## src/rtl/fp_unit_arb.sv

```systemverilog
// rtl/fp_unit_arb.sv - round-robin arbiter sharing one pipelined FP unit among NREQ requesters
// Optional FP_UNIT_ARB_PRIO0_EN: requester 0 has fixed priority over the round-robin group.
module fp_unit_arb #(
   parameter int NREQ    = 4,
   parameter int LATENCY = 5
) (
   input  logic                 iCLK,
   input  logic                 iRST,
   input  logic [NREQ-1:0]      iReq,
   input  logic [32*NREQ-1:0]   iOpA,
   input  logic [32*NREQ-1:0]   iOpB,
   input  logic                 iHold,
   output logic [NREQ-1:0]      oGnt,
   output logic [31:0]          oUnitA,
   output logic [31:0]          oUnitB,
   output logic                 oUnitValid,
   input  logic [31:0]          iUnitResult,
   output logic [31:0]          oResult,
   output logic [NREQ-1:0]      oResultValid
);

   localparam int IW = (NREQ > 1) ? $clog2(NREQ) : 1;
`ifdef FP_UNIT_ARB_PRIO0_EN
   // Pointer skips requester 0, which never needs a round-robin turn.
   localparam logic [IW-1:0] WRAP_PTR = IW'((NREQ > 1) ? 1 : 0);
`else
   localparam logic [IW-1:0] WRAP_PTR = '0;
`endif

   logic [IW-1:0]   ptr_q, ptr_d;
   logic [IW-1:0]   win_idx;
   logic            win_vld;
   logic [31:0]     sel_a, sel_b;
   logic [31:0]     unit_a_q, unit_b_q, result_q;
   logic            unit_vld_q;
   logic [IW-1:0]   issue_idx_q;
   logic [NREQ-1:0] rvalid_q, ret_onehot;
   logic            tag_v_q   [1:LATENCY];
   logic [IW-1:0]   tag_idx_q [1:LATENCY];

   always_comb begin
      int j;
      j       = 0;
      win_vld = 1'b0;
      win_idx = '0;
      for (int k = 0; k < NREQ; k++) begin
         j = int'(ptr_q) + k;
         if (j >= NREQ) j = j - NREQ;
         if (!win_vld && iReq[IW'(j)]) begin
            win_vld = 1'b1;
            win_idx = IW'(j);
         end
      end
`ifdef FP_UNIT_ARB_PRIO0_EN
      if (iReq[0]) begin
         win_vld = 1'b1;
         win_idx = '0;
      end
`endif
      if (iHold || iRST) win_vld = 1'b0;
   end

   always_comb begin
      oGnt  = '0;
      sel_a = '0;
      sel_b = '0;
      ptr_d = ptr_q;
      if (win_vld) oGnt[win_idx] = 1'b1;
      for (int i = 0; i < NREQ; i++) begin
         if (win_idx == IW'(i)) begin
            sel_a = iOpA[32*i +: 32];
            sel_b = iOpB[32*i +: 32];
         end
      end
      if (win_vld) begin
         if (int'(win_idx) == NREQ - 1) ptr_d = WRAP_PTR;
         else                           ptr_d = win_idx + IW'(1);
`ifdef FP_UNIT_ARB_PRIO0_EN
         if (win_idx == '0) ptr_d = ptr_q;
`endif
      end
   end

   always_comb begin
      ret_onehot = '0;
      ret_onehot[tag_idx_q[LATENCY]] = 1'b1;
   end

   // Tag stage 1 is fed from the issue register so tags line up with oUnitValid.
   always_ff @(posedge iCLK or posedge iRST) begin
      if (iRST) begin
         ptr_q       <= '0;
         unit_a_q    <= '0;
         unit_b_q    <= '0;
         unit_vld_q  <= 1'b0;
         issue_idx_q <= '0;
         result_q    <= '0;
         rvalid_q    <= '0;
         for (int k = 1; k <= LATENCY; k++) begin
            tag_v_q[k]   <= 1'b0;
            tag_idx_q[k] <= '0;
         end
      end else begin
         ptr_q      <= ptr_d;
         unit_vld_q <= win_vld;
         if (win_vld) begin
            unit_a_q    <= sel_a;
            unit_b_q    <= sel_b;
            issue_idx_q <= win_idx;
         end
         tag_v_q[1]   <= unit_vld_q;
         tag_idx_q[1] <= issue_idx_q;
         for (int k = 2; k <= LATENCY; k++) begin
            tag_v_q[k]   <= tag_v_q[k-1];
            tag_idx_q[k] <= tag_idx_q[k-1];
         end
         if (tag_v_q[LATENCY]) begin
            result_q <= iUnitResult;
            rvalid_q <= ret_onehot;
         end else begin
            rvalid_q <= '0;
         end
      end
   end

   assign oUnitA       = unit_a_q;
   assign oUnitB       = unit_b_q;
   assign oUnitValid   = unit_vld_q;
   assign oResult      = result_q;
   assign oResultValid = rvalid_q;

endmodule

```

## config.mk

```make
export PLATFORM = sky130hd
export DESIGN_NAME = fp_unit_arb
export DESIGN_NICKNAME = d
export VERILOG_FILES = /design/src/rtl/fp_unit_arb.sv
export SDC_FILE = /design/constraint.sdc
export NUM_CORES = 1
export LEC_CHECK = 0
export ABC_CLOCK_PERIOD_IN_PS = 10400
export CAP_MARGIN = 20
export CORE_AREA = 2 2 155 157
export DETAILED_ROUTE_END_ITERATION = 8
export DIE_AREA = 0 0 157 159
export GPL_TIMING_DRIVEN = 0
export MAX_ROUTING_LAYER = met4
export REMOVE_ABC_BUFFERS = 1
export SLEW_MARGIN = 10
export SYNTH_ARGS = -nofsm -noshare
export SYNTH_HDL_FRONTEND = slang
export SYNTH_SLANG_ARGS = --single-unit
export TNS_END_PERCENT = 1
```

## constraint.sdc

```tcl
create_clock -name iCLK -period 10.4 [get_ports iCLK]
set_clock_uncertainty 0.05 [all_clocks]
set_input_delay 1.04 -clock iCLK [delete_from_list [all_inputs] [get_ports iCLK]]
set_output_delay 1.04 -clock iCLK [all_outputs]
set_load 0.02 [all_outputs]
```

**Word level (Yosys, flattened, before mapping)**

Cells that the tools add are included.

- Input port bits: 295
- Register bits after elaboration: 120
- Output and inout port bits: 105
- Logic and storage cells: 91

- Magnitude comparators: 12
- Equal/unequal tests: 4
- Multiplexer cells: 40
- Reductions and logical operators: 10
- $add $sub $neg: 8

Operator list:

| operator | count |
|---|---|
| $mux 32 | 8 |
| $mux 2 | 9 |
| $lt 2x4->1 const B | 4 |
| $mux 1 | 15 |
| $ge 3x3->1 const B | 3 |
| $bmux 1 s2 | 4 |
| $mux 4 | 2 |
| $sub 2x1->2 const B | 4 |
| $add 2x2->3 const B | 2 |
| $lt 2x3->1 const B | 2 |
| $logic_and 1x1->1 | 5 |
| $demux 1 s2 | 2 |
| $eq 2x1->1 const B | 2 |
| $eq 2x2->1 const B | 2 |
| $ge 2x1->1 const B | 2 |
| $add 2x1->3 const B | 1 |
| $ge 2x3->1 const B | 1 |
| $logic_not 1->1 | 3 |
| $add 2x1->2 const B | 1 |
| $logic_not 2->1 | 1 |
| $logic_or 1x1->1 | 1 |

**Logic depth before layout (Yosys ltp)**

Gate-level depths: netlist of the first run.

- Depth after elaboration: 20
- Gate-level depth with buffers: 9
- Depth with buffers taken out: 7

**Least setup slack after synthesis of the first run**

OpenSTA, ideal clock, no wires.

- Path type: input-to-output
- From: input iReq[1]
- To: output oGnt[2]
- Stages: 7
- Slack: 6,704 ps
- Required time: 9,310 ps
- Arrival: 2,606 ps
- Path buffers: 2
- Cell sequence: nor2b_1 > nor3_1 > and2_1 > ha_1 > clkbuf_1 > clkbuf_1 > and3_1

- Word-level cells in the longest chain between the ends: 18
- Elaborated cells between the ends (all ways): 33
- Classes of those cells: order compare: 2; mux: 24; reduce/logical: 7

Ends and longest elaborated chain:

| item | line | RTL |
|---|---|---|
| start, declared | 9 | `input logic [NREQ-1:0] iReq,` |
| $bmux 1 s2 | 49 | `if (!win_vld && iReq[IW'(j)]) begin` |
| $mux 1 (implied by the code) (2 in series) | 49 |  |
| $mux 1 | 49 |  |
| $logic_not 1->1 | 49 |  |
| $logic_and 1x1->1 | 49 |  |
| $mux 1 | 49 |  |
| $logic_not 1->1 | 49 |  |
| $logic_and 1x1->1 | 49 |  |
| [2 not listed] | - |  |
| $logic_and 1x1->1 | 49 |  |
| $mux 2 (*) | 49 |  |
| via win_idx[1] | 31 | `logic [IW-1:0] win_idx;` |
| $lt 2x3->1 (implied by the code) / $ge 2x1->1 (equally long branches) | 68 | `if (win_vld) oGnt[win_idx] = 1'b1;` |
| $logic_and 1x1->1 (implied by the code) | 68 |  |
| $mux 1 (implied by the code) | 68 |  |
| $demux 1 s2 (*) | 68 |  |
| $mux 4 (*) | 68 |  |
| end, declared | 13 | `output logic [NREQ-1:0] oGnt,` |

The timed path passes the listed nets; every way through them passes the cells marked *. The select of a mux whose other input is x is not followed.

**Final worst setup path of the first run**

- From: input iReq[3]
- To: output oGnt[3]

Same word-level chain as after synthesis.

==> flow_summary.yaml, run 1 <==
worst_hold_path:
  hold_path_depth: 0
  hold_class: "reg2reg"
pwr:
  p_sw_share_pct: 37.4
  p_per_area_nw_per_um2: 214
  irDropWorstVdd_mv: 0.0999
  pwr-share-comb_pct: 48.7
  leakage_nw: 4.55
  pwr-share-clk_pct: 24.1
  intPower_w: 0.00155
  pwr-share-seq_pct: 27.2
  switching_power_w: 0.000922
setup_path:
  cpMaxStageDelayCell: "ha_4"
  path_class: "in2out"
  worst-path-buf-inv: 3
  crit_family: "buffers and inverters"
  critPathMostFrequentCell: "clkdlybuf4s50_1"
  crit_chain: "clkdlybuf4s50_1 -> a21oi_1 -> nor3_1 -> ha_4 -> buf_16 -> and3_1 -> clkdlybuf4s50_1"
  cp_data_required_time_ns: 9.31
  crit_fanout: 67
  critical_path_arrival_ns: 4.25
  worst-path-stages: 7
  cp-end-kind: "output port"
  critPathMaxStageDelay_ns: 0.73
  reg2reg_depth: 8
  crit_path_start_kind: "primary input"
drt:
  vias: 6931
  ant_nets: 0
  wl_per_cell_um: 18.5
  dr.pass1.iters: 5
  post_drt_via_cell_ratio: 4.95
  postRouteWirelength_mm: 25.9
  drt_iter0_drc: 332
  drc: 0
yosys:
  synthCells: 717
  ys_seq_elements: 120
  yosysSeqAreaShare_pct: 45.5
  synth_area_um2: 6600
  syn_avg_cell_area_um2: 9.21
  yosys_warnings: 0
  synth.distinct_cells: 31
cts:
  cts_hold_buf: 0
  cts_max_path_buffers: 2
  cts_tree: "yes"
  postCtsSetupBuffers: 0
  clock_latency_ns: 0.40
  cts_buffers: 17
  cts_root_buffer: "clkbuf_16"
  cts.repair.resized: 0
  cts_sinks: 120
  clk_pin_slew_worst_paths_ns: 0.05
  htree_levels: 4
die:
  core_area_um2: 23200
  num_rows: 56
  ios: 400
  dieArea_um2: 25000
  die_y_um: 159
  die_x_um: 157
  initial_core_util_pct: 28.5
finish:
  layout_common_cells: "clkdlybuf4s50_1 (399), a21oi_1 (129), dfrtp_1 (119), nand2_1 (68), inv_1 (65)"
  drive_gt1_share_pct: 7.77
  final_common_cell: "clkdlybuf4s50_1"
  synthToLayoutAreaGrowth_pct: 75.1
  finalNetCount: 1367
  post-route-util_pct: 49.8
grt:
  antenna_found_initial: 1
  grt_pass1_vias: 6915
  grt_overflow: 0
  groute.usage.overall_pct: 20.6
  grt_max_degree: 81
  grt_pass1_wl_mm: 38.7
timing:
  tightest_slew_ns: 0.804
  final-setup-viol-count: 0
  min_period_over_period_pct: 51.4
  maxClockFrequency_mhz: 187
  grt_setup_unrepaired: "no"
  hold_viol_final: 0
  maxSlewViolCount: 0
  tns_ns: 0
  slew_headroom_pct: 46.4
  min_period_ns: 5.34
placement:
  gp_congestion: 0.800
  io_buffer_count: 399
  hpwl_mm: 18.4
job:
  drv_cap: 0
outcome:
  outcome: "complete, no violations"
## path summary, 6_finish.rpt
| kind | startpoint | end | slack [ns] |
|---|---|---|---|
| setup / recovery | iReq[3] | oGnt[3] | 5.06 |
| hold / removal | tag_idx_q[7] | tag_idx_q[5] | 0.30 |
| setup reg to reg | ptr_q[1] | oUnitA[12] | 7.22 |
| hold reg to reg | tag_idx_q[7] | tag_idx_q[5] | 0.30 |
| max in group asynchronous | iRST | tag_v_q[0] | 8.48 |
| min in group asynchronous | iRST | oResult[25] | 1.07 |
## cell type report
cell class	instances	area (um^2)
multi-input combinational	455	3100
timing repair buffer	408	4210
tap	319	399
clock inverter	15	168
fill	2180	11600
antenna	1	2.50
sequential	120	3000
inverter	66	253
clock buffer	17	425
## state kept, by name, indices dropped and copies added, names as in the netlist
| register | count |
|---|---|
| tag_v_q | 5 |
| oUnitB | 32 |
| issue_idx_q | 2 |
| oResultValid | 4 |
| ptr_q | 2 |
| oResult | 32 |
| oUnitA | 32 |
| tag_idx_q | 10 |
| oUnitValid | 1 |
## power by group through the flow
stage                     Combinational, W  Clock, W  Sequential, W
after floorplan                   0.000510         0       0.000818
after detailed placement           0.00121         0       0.000680
after CTS                          0.00121  0.000612       0.000673
final                              0.00120  0.000595       0.000672
after global routing               0.00129  0.000639       0.000690
after global placement             0.00121         0       0.000676
## synthesized netlist by cell type (all sizes together)
library cell	instances	share of area [%]
nand3b	64	7.3
nand2	68	3.9
dfrtp	120	45
mux2i	1	0.15
clkbuf	66	3.8
and3	5	0.47
or3	1	0.095
a221o	64	9.7
or4	1	0.11
a21boi	1	0.11
o32ai	1	0.13
and3b	1	0.13
nand4b	1	0.13
buf	10	1.1
o21a	1	0.11
mux2	33	5.6
nor3	2	0.15
o32a	1	0.15
nor2b	1	0.095
nand2b	1	0.095
ha	4	0.76
nor3b	2	0.23
nor2	5	0.28
a21oi	129	9.8
inv	66	3.8
a31oi	64	6.1
o21ai	1	0.076
and2	2	0.19
a31o	1	0.13
## logic make-up (layout without fill, tap and decap cells)
family	after synthesis	in the layout	share of synthesized area, %
AO/OA/AOI/OAI	263	263	26.3
AND/OR/NAND/NOR	154	154	13.1
buffers and inverters	142	506	8.57
flip-flops	120	120	45.5
multiplexers	34	34	5.78
adder cells (fa/ha/maj)	4	4	0.758
other	0	1	0
## through the flow
step | setup WS, ns | hold slack, ns | instances | power (W) | cell area (um^2)
floorplan | 4.97 | 0.281 | 641 | 0.00133 | 6280
global placement | 1.63 | 0.282 | 1359 | 0.00189 | 10700
detailed placement | 5.01 | 0.285 | 1368 | 0.00189 | 11000
CTS | 5.03 | 0.297 | 1400 | 0.00250 | 11600
global route | 4.87 | 0.307 | 1401 | 0.00262 | 11600
finish | 5.06 | 0.295 | 1401 | 0.00247 | 11600
## metal layers
layer,vias to the layer above,track usage [%],part of all wire (%)
li1,3330,-,-
met1,3266,24.6,42
met2,303,34.3,48
met3,32,5.14,7.1
met4,0,5.80,2.2
met5,-,-,0
No activity file was read; power rests on OpenSTA's default activity.
==> run 2, diff against run 1 <==
Settings changed: ABC_CLOCK_PERIOD_IN_PS 10400 to 5100, CORE_AREA 2 2 155 157 to 2 2 156 158, DIE_AREA 0 0 157 159 to 0 0 158 160.
Clock period 10.4 ns to 5.1 ns, I/O delays scaled along.
==> run 2 against run 1 <==
Against the previous run: core utilization decreased by 1.4 points; highest routed layer unchanged; via count grew 1.1%; non-clock buffer count up 1; routed wire length rose by 1.4%; largest cell class unchanged; die area is 1.3% higher; sequential power up 100%; largest power group unchanged.
==> flow_summary.yaml, run 2 (synthesized netlist as in run 1, its figures left out) <==
pwr:
  irDropWorstVdd_mv: 0.232
  report.power.total_w: 0.00501
  p_per_area_nw_per_um2: 433
  leakage_nw: 4.54
drt:
  ant_nets: 0
  wl_per_cell_um: 18.6
  drt_iter0_drc: 317
  vias: 7005
  postRouteWirelength_mm: 26.2
  dr.pass1.iters: 5
  post_drt_via_cell_ratio: 4.98
  drc: 0
grt:
  grt_max_degree: 73
  grt_pass1_vias: 6997
  grt_overflow: 0
  grt_pass1_wl_mm: 39.1
  groute.usage.overall_pct: 20.7
  antenna_found_initial: 0
finish:
  regArea_um2: 3000
  finalNetCount: 1368
  diodes: 0
  synthToLayoutAreaGrowth_pct: 75.0
  fin_cells: 1406
  post-route-util_pct: 48.5
  final_common_cell: "clkdlybuf4s50_1"
  layout_common_cells: "clkdlybuf4s50_1 (399), a21oi_1 (129), dfrtp_1 (119), nand2_1 (68), inv_1 (65)"
  multi_input_area_um2: 3100
  fillers: 2320
  drive_gt1_share_pct: 7.86
  design_area_um2: 11500
setup_path:
  path_class: "in2out"
  rrSetupSlack_ns: 1.88
  endpoint: "oGnt[3]"
  critical_path_arrival_ns: 3.75
  startpoint: "iReq[0]"
  crit_path_start_kind: "primary input"
  r2r-end: "oUnitB[6]"
  reg2reg_depth: 8
  cp_data_required_time_ns: 4.54
  crit_fanout: 70
  cp-end-kind: "output port"
  timing.rr.start: "ptr_q[1]"
timing:
  maxClockFrequency_mhz: 232
  min_period_over_period_pct: 84.5
  hold-worst-slack_ns: 0.295
  min_period_ns: 4.31
  final-setup-viol-count: 0
  maxSlewViolCount: 0
  slew_headroom_pct: 48.2
  tightest_slew_ns: 0.777
  hold_viol_final: 0
  grt_setup_unrepaired: "no"
outcome:
  outcome: "complete, no violations"
cts:
  postCtsSetupBuffers: 0
  cts_root_buffer: "clkbuf_16"
  cts_buffers: 17
  cts_sinks: 120
  clk_pin_slew_worst_paths_ns: 0.05
  cts_max_path_buffers: 2
  cts_tree: "yes"
  clock_latency_ns: 0.42
  htree_levels: 4
  cts_hold_buf: 0
  cts.repair.resized: 0
die:
  ios: 400
  initial_core_util_pct: 27.7
  die_x_um: 158
  die_y_um: 160
  dieArea_um2: 25300
  core_area_um2: 23800
  num_rows: 57
placement:
  dp_cells: 1374
  hpwl_mm: 18.4
  postPlaceCellArea_um2: 11000
  io_buffer_count: 399
  gp_congestion: 0.779
job:
  drv_cap: 0
worst_hold_path:
  hold_class: "reg2reg"
[run 2: cell types whose count changed in the layout (fill, tap and decap cells not counted), sizes merged]
cell	before	now
bufinv	2	1
buf	9	10
clkinvlp	1	2
diode	1	0
[run 2: cell type report]
| type | count | area share, % |
|---|---|---|
| well taps | 324 | 3.51 |
| multi-input cells | 455 | 26.8 |
| inverters | 66 | 2.19 |
| clock buffers | 17 | 3.68 |
| repair buffers | 409 | 36.6 |
| clock inverters | 15 | 1.22 |
| flip-flops and latches | 120 | 26.0 |
[run 2: critical path, stage by stage]
cell             delay (ns)
clkdlybuf4s50_1        0.49
mux2i_1                0.18
nor2_1                 0.10
nor3_1                 0.56
ha_4                   0.74
buf_16                 0.33
and3_1                 0.20
clkdlybuf4s50_1        0.61
[run 2: routing by layer]
layer | track usage, % | routed length, um | up-vias
met5 | - | 0 | -
met4 | 5.45 | 433 | 0
met3 | 4.50 | 1970 | 31
met2 | 35.0 | 12900 | 316
met1 | 24.8 | 10900 | 3334
li1 | - | - | 3324
[run 2: power breakdown]
part | switching [W] | leakage, nW | internal [W]
Clock | 0.000494 | 0.277 | 0.000680
Sequential | 0.000152 | 1.40 | 0.00122
Combinational | 0.00125 | 2.86 | 0.00121
Total | 0.00190 | 4.54 | 0.00311
[run 2: worst min-delay path by stage]
stage | cells after the start | from | slack, ns | to
2_1_floorplan | 0 | tag_idx_q[2] | 0.28 | tag_idx_q[0]
3_3_place_gp | 0 | tag_idx_q[7] | 0.28 | tag_idx_q[5]
3_5_place_dp | 0 | tag_v_q[1] | 0.28 | tag_v_q[0]
4_1_cts | 0 | tag_idx_q[5] | 0.30 | tag_idx_q[3]
5_1_grt | 0 | tag_idx_q[5] | 0.30 | tag_idx_q[3]
6_report | 0 | tag_idx_q[5] | 0.30 | tag_idx_q[3]
[run 2: stage by stage]
stage | TNS [ns] | worst slack [ns]
global route | 0 | 0.621
finish | 0 | 0.792
CTS | 0 | 0.776
floorplan | 0 | 0.535
detailed placement | 0 | 0.770
global placement | -303.74 | -3.16
==> run 3, diff against run 2 <==
Settings changed: ABC_CLOCK_PERIOD_IN_PS 5100 to 3900, PLACE_DENSITY from default to 0.66.
Clock period 5.1 ns to 3.9 ns, I/O delays scaled along.
==> run 3 against run 2 <==
Against the previous run: die area stayed put; worst setup slack worse by 0.60 ns; core utilization is 0.23 points higher; clock power is 40% higher; sequential power is 31% higher; flip-flop and latch count stayed put; hold slack worse by 0.0043 ns; via count is 2.0% higher; combinational power is 31% higher; critical path depth is 1 lower; routed wire length is 1.0% higher; global-route usage hardly changed.
==> flow_summary.yaml, run 3 (synthesized netlist as in run 1, its figures left out) <==
outcome:
  outcome: "complete, no violations"
setup_path:
  critical_path_arrival_ns: 3.26
  cp-end-kind: "output port"
  critPathMostFrequentCell: "clkdlybuf4s50_1"
  startpoint: "iReq[3]"
  crit_chain: "clkdlybuf4s50_1 -> a21oi_1 -> nor3_2 -> ha_4 -> buf_16 -> and3_1 -> clkdlybuf4s50_1"
  crit_fanout: 71
  cp_data_required_time_ns: 3.46
  critPathMaxStageDelay_ns: 0.62
  path_class: "in2out"
  cpMaxStageDelayCell: "clkdlybuf4s50_1"
  crit_path_start_kind: "primary input"
  worst-path-buf-inv: 3
  timing.rr.start: "ptr_q[1]"
  crit_family: "buffers and inverters"
finish:
  synthToLayoutAreaGrowth_pct: 75.8
  diodes: 0
  layout_common_cells: "clkdlybuf4s50_1 (399), a21oi_1 (129), dfrtp_1 (119), nand2_1 (68), inv_1 (65)"
  design_area_um2: 11600
  multi_input_area_um2: 3100
  regArea_um2: 3000
  drive_gt1_share_pct: 8.03
  fillers: 2290
  final_common_cell: "clkdlybuf4s50_1"
  fin_cells: 1407
  finalNetCount: 1369
drt:
  wl_per_cell_um: 18.8
  postRouteWirelength_mm: 26.5
  ant_nets: 0
  dr.pass1.iters: 6
  drt_iter0_drc: 339
  vias: 7143
  post_drt_via_cell_ratio: 5.08
  drc: 0
cts:
  cts_root_buffer: "clkbuf_16"
  cts_sinks: 120
  cts_tree: "yes"
  cts_max_path_buffers: 2
  clk_pin_slew_worst_paths_ns: 0.06
  clock_latency_ns: 0.41
  htree_levels: 4
  cts_buffers: 17
grt:
  grt_pass1_wl_mm: 39.4
  grt_max_degree: 73
  grt_overflow: 0
  grt_pass1_vias: 7102
  antenna_found_initial: 0
  groute.usage.overall_pct: 20.7
worst_hold_path:
  min-delay-start: "tag_idx_q[7]"
  hold_class: "reg2reg"
timing:
  fin_ws_ns: 0.196
  slew_headroom_pct: 47.7
  maxClockFrequency_mhz: 270
  min_period_over_period_pct: 95.0
  hold_viol_final: 0
  min_period_ns: 3.70
  final-setup-viol-count: 0
  maxSlewViolCount: 0
  tightest_slew_ns: 0.784
  grt_setup_unrepaired: "yes"
placement:
  gp_congestion: 0.814
  dp_slack_ns: -0.0780
  hpwl_mm: 18.5
  postPlaceCellArea_um2: 11000
  dp_cells: 1373
  io_buffer_count: 399
pwr:
  leakage_nw: 4.57
  p_per_area_nw_per_um2: 575
  irDropWorstVdd_mv: 0.297
  report.power.total_w: 0.00667
die:
  die_x_um: 158
  initial_core_util_pct: 27.7
  die_y_um: 160
  core_area_um2: 23800
  ios: 400
  num_rows: 57
  dieArea_um2: 25300
job:
  drv_cap: 0
## run 3: where the power goes
| part | switching, W | internal (W) | total (W) |
|---|---|---|---|
| registers | 0.000199 | 0.00160 | 0.00180 |
| logic | 0.00165 | 0.00159 | 0.00323 |
| clock network | 0.000671 | 0.000968 | 0.00164 |
## run 3: repair_timing
item | 4_1_cts | 5_1_grt
resized for setup | 1 | 0
setup buffers | 1 | 1
pin swaps | 1 | 0
setup endpoints to repair | 2 | 2
hold buffers | 0 | 0
## run 3: through the flow
stage / util (%) / hold WS [ns] / setup TNS, ns
2_1_floorplan: - / 0.281 / -24.07
3_5_place_dp: 46.0 / 0.285 / -0.0934
4_1_cts: 48.7 / 0.293 / 0
5_1_grt: 48.7 / 0.305 / -0.0239
3_3_place_gp: 44.8 / 0.282 / -512.36
6_report: 48.7 / 0.291 / 0
## run 3: final timing paths
check	endpoint	slack [ns]	cells after the start
setup / recovery	oGnt[1]	0.20	7
setup reg to reg	oUnitA[5]	1.01	8
min in group asynchronous	oUnitB[2]	0.46	2
hold reg to reg	tag_idx_q[5]	0.29	0
max in group asynchronous	tag_v_q[0]	2.58	3
hold / removal	tag_idx_q[5]	0.29	0
## run 3: layout make-up
class                   count  share of cell area [%]
clock buffers              17                    3.67
multi-input cells         455                    26.7
inverters                  66                    2.18
flip-flops and latches    120                    25.9
repair buffers            410                    36.5
well taps                 324                    3.49
clock inverters            15                    1.52
## run 3: worst register-to-register path: cells and delay by family (launching register included)
family	cells	cell delay [ns]
adder cells (fa/ha/maj)	1	0.59
multiplexers	1	0.22
buffers and inverters	1	0.31
AO/OA/AOI/OAI	3	0.75
AND/OR/NAND/NOR	2	0.44
flip-flops	1	0.47
## run 3: layer usage
metal | vias to the layer above | global-route usage [%] | part of all wire, %
met3 | 45 | 5.24 | 8.3
met5 | - | - | 0
li1 | 3324 | - | -
met4 | 0 | 7.13 | 2.8
met1 | 3431 | 24.5 | 41
met2 | 343 | 34.1 | 48
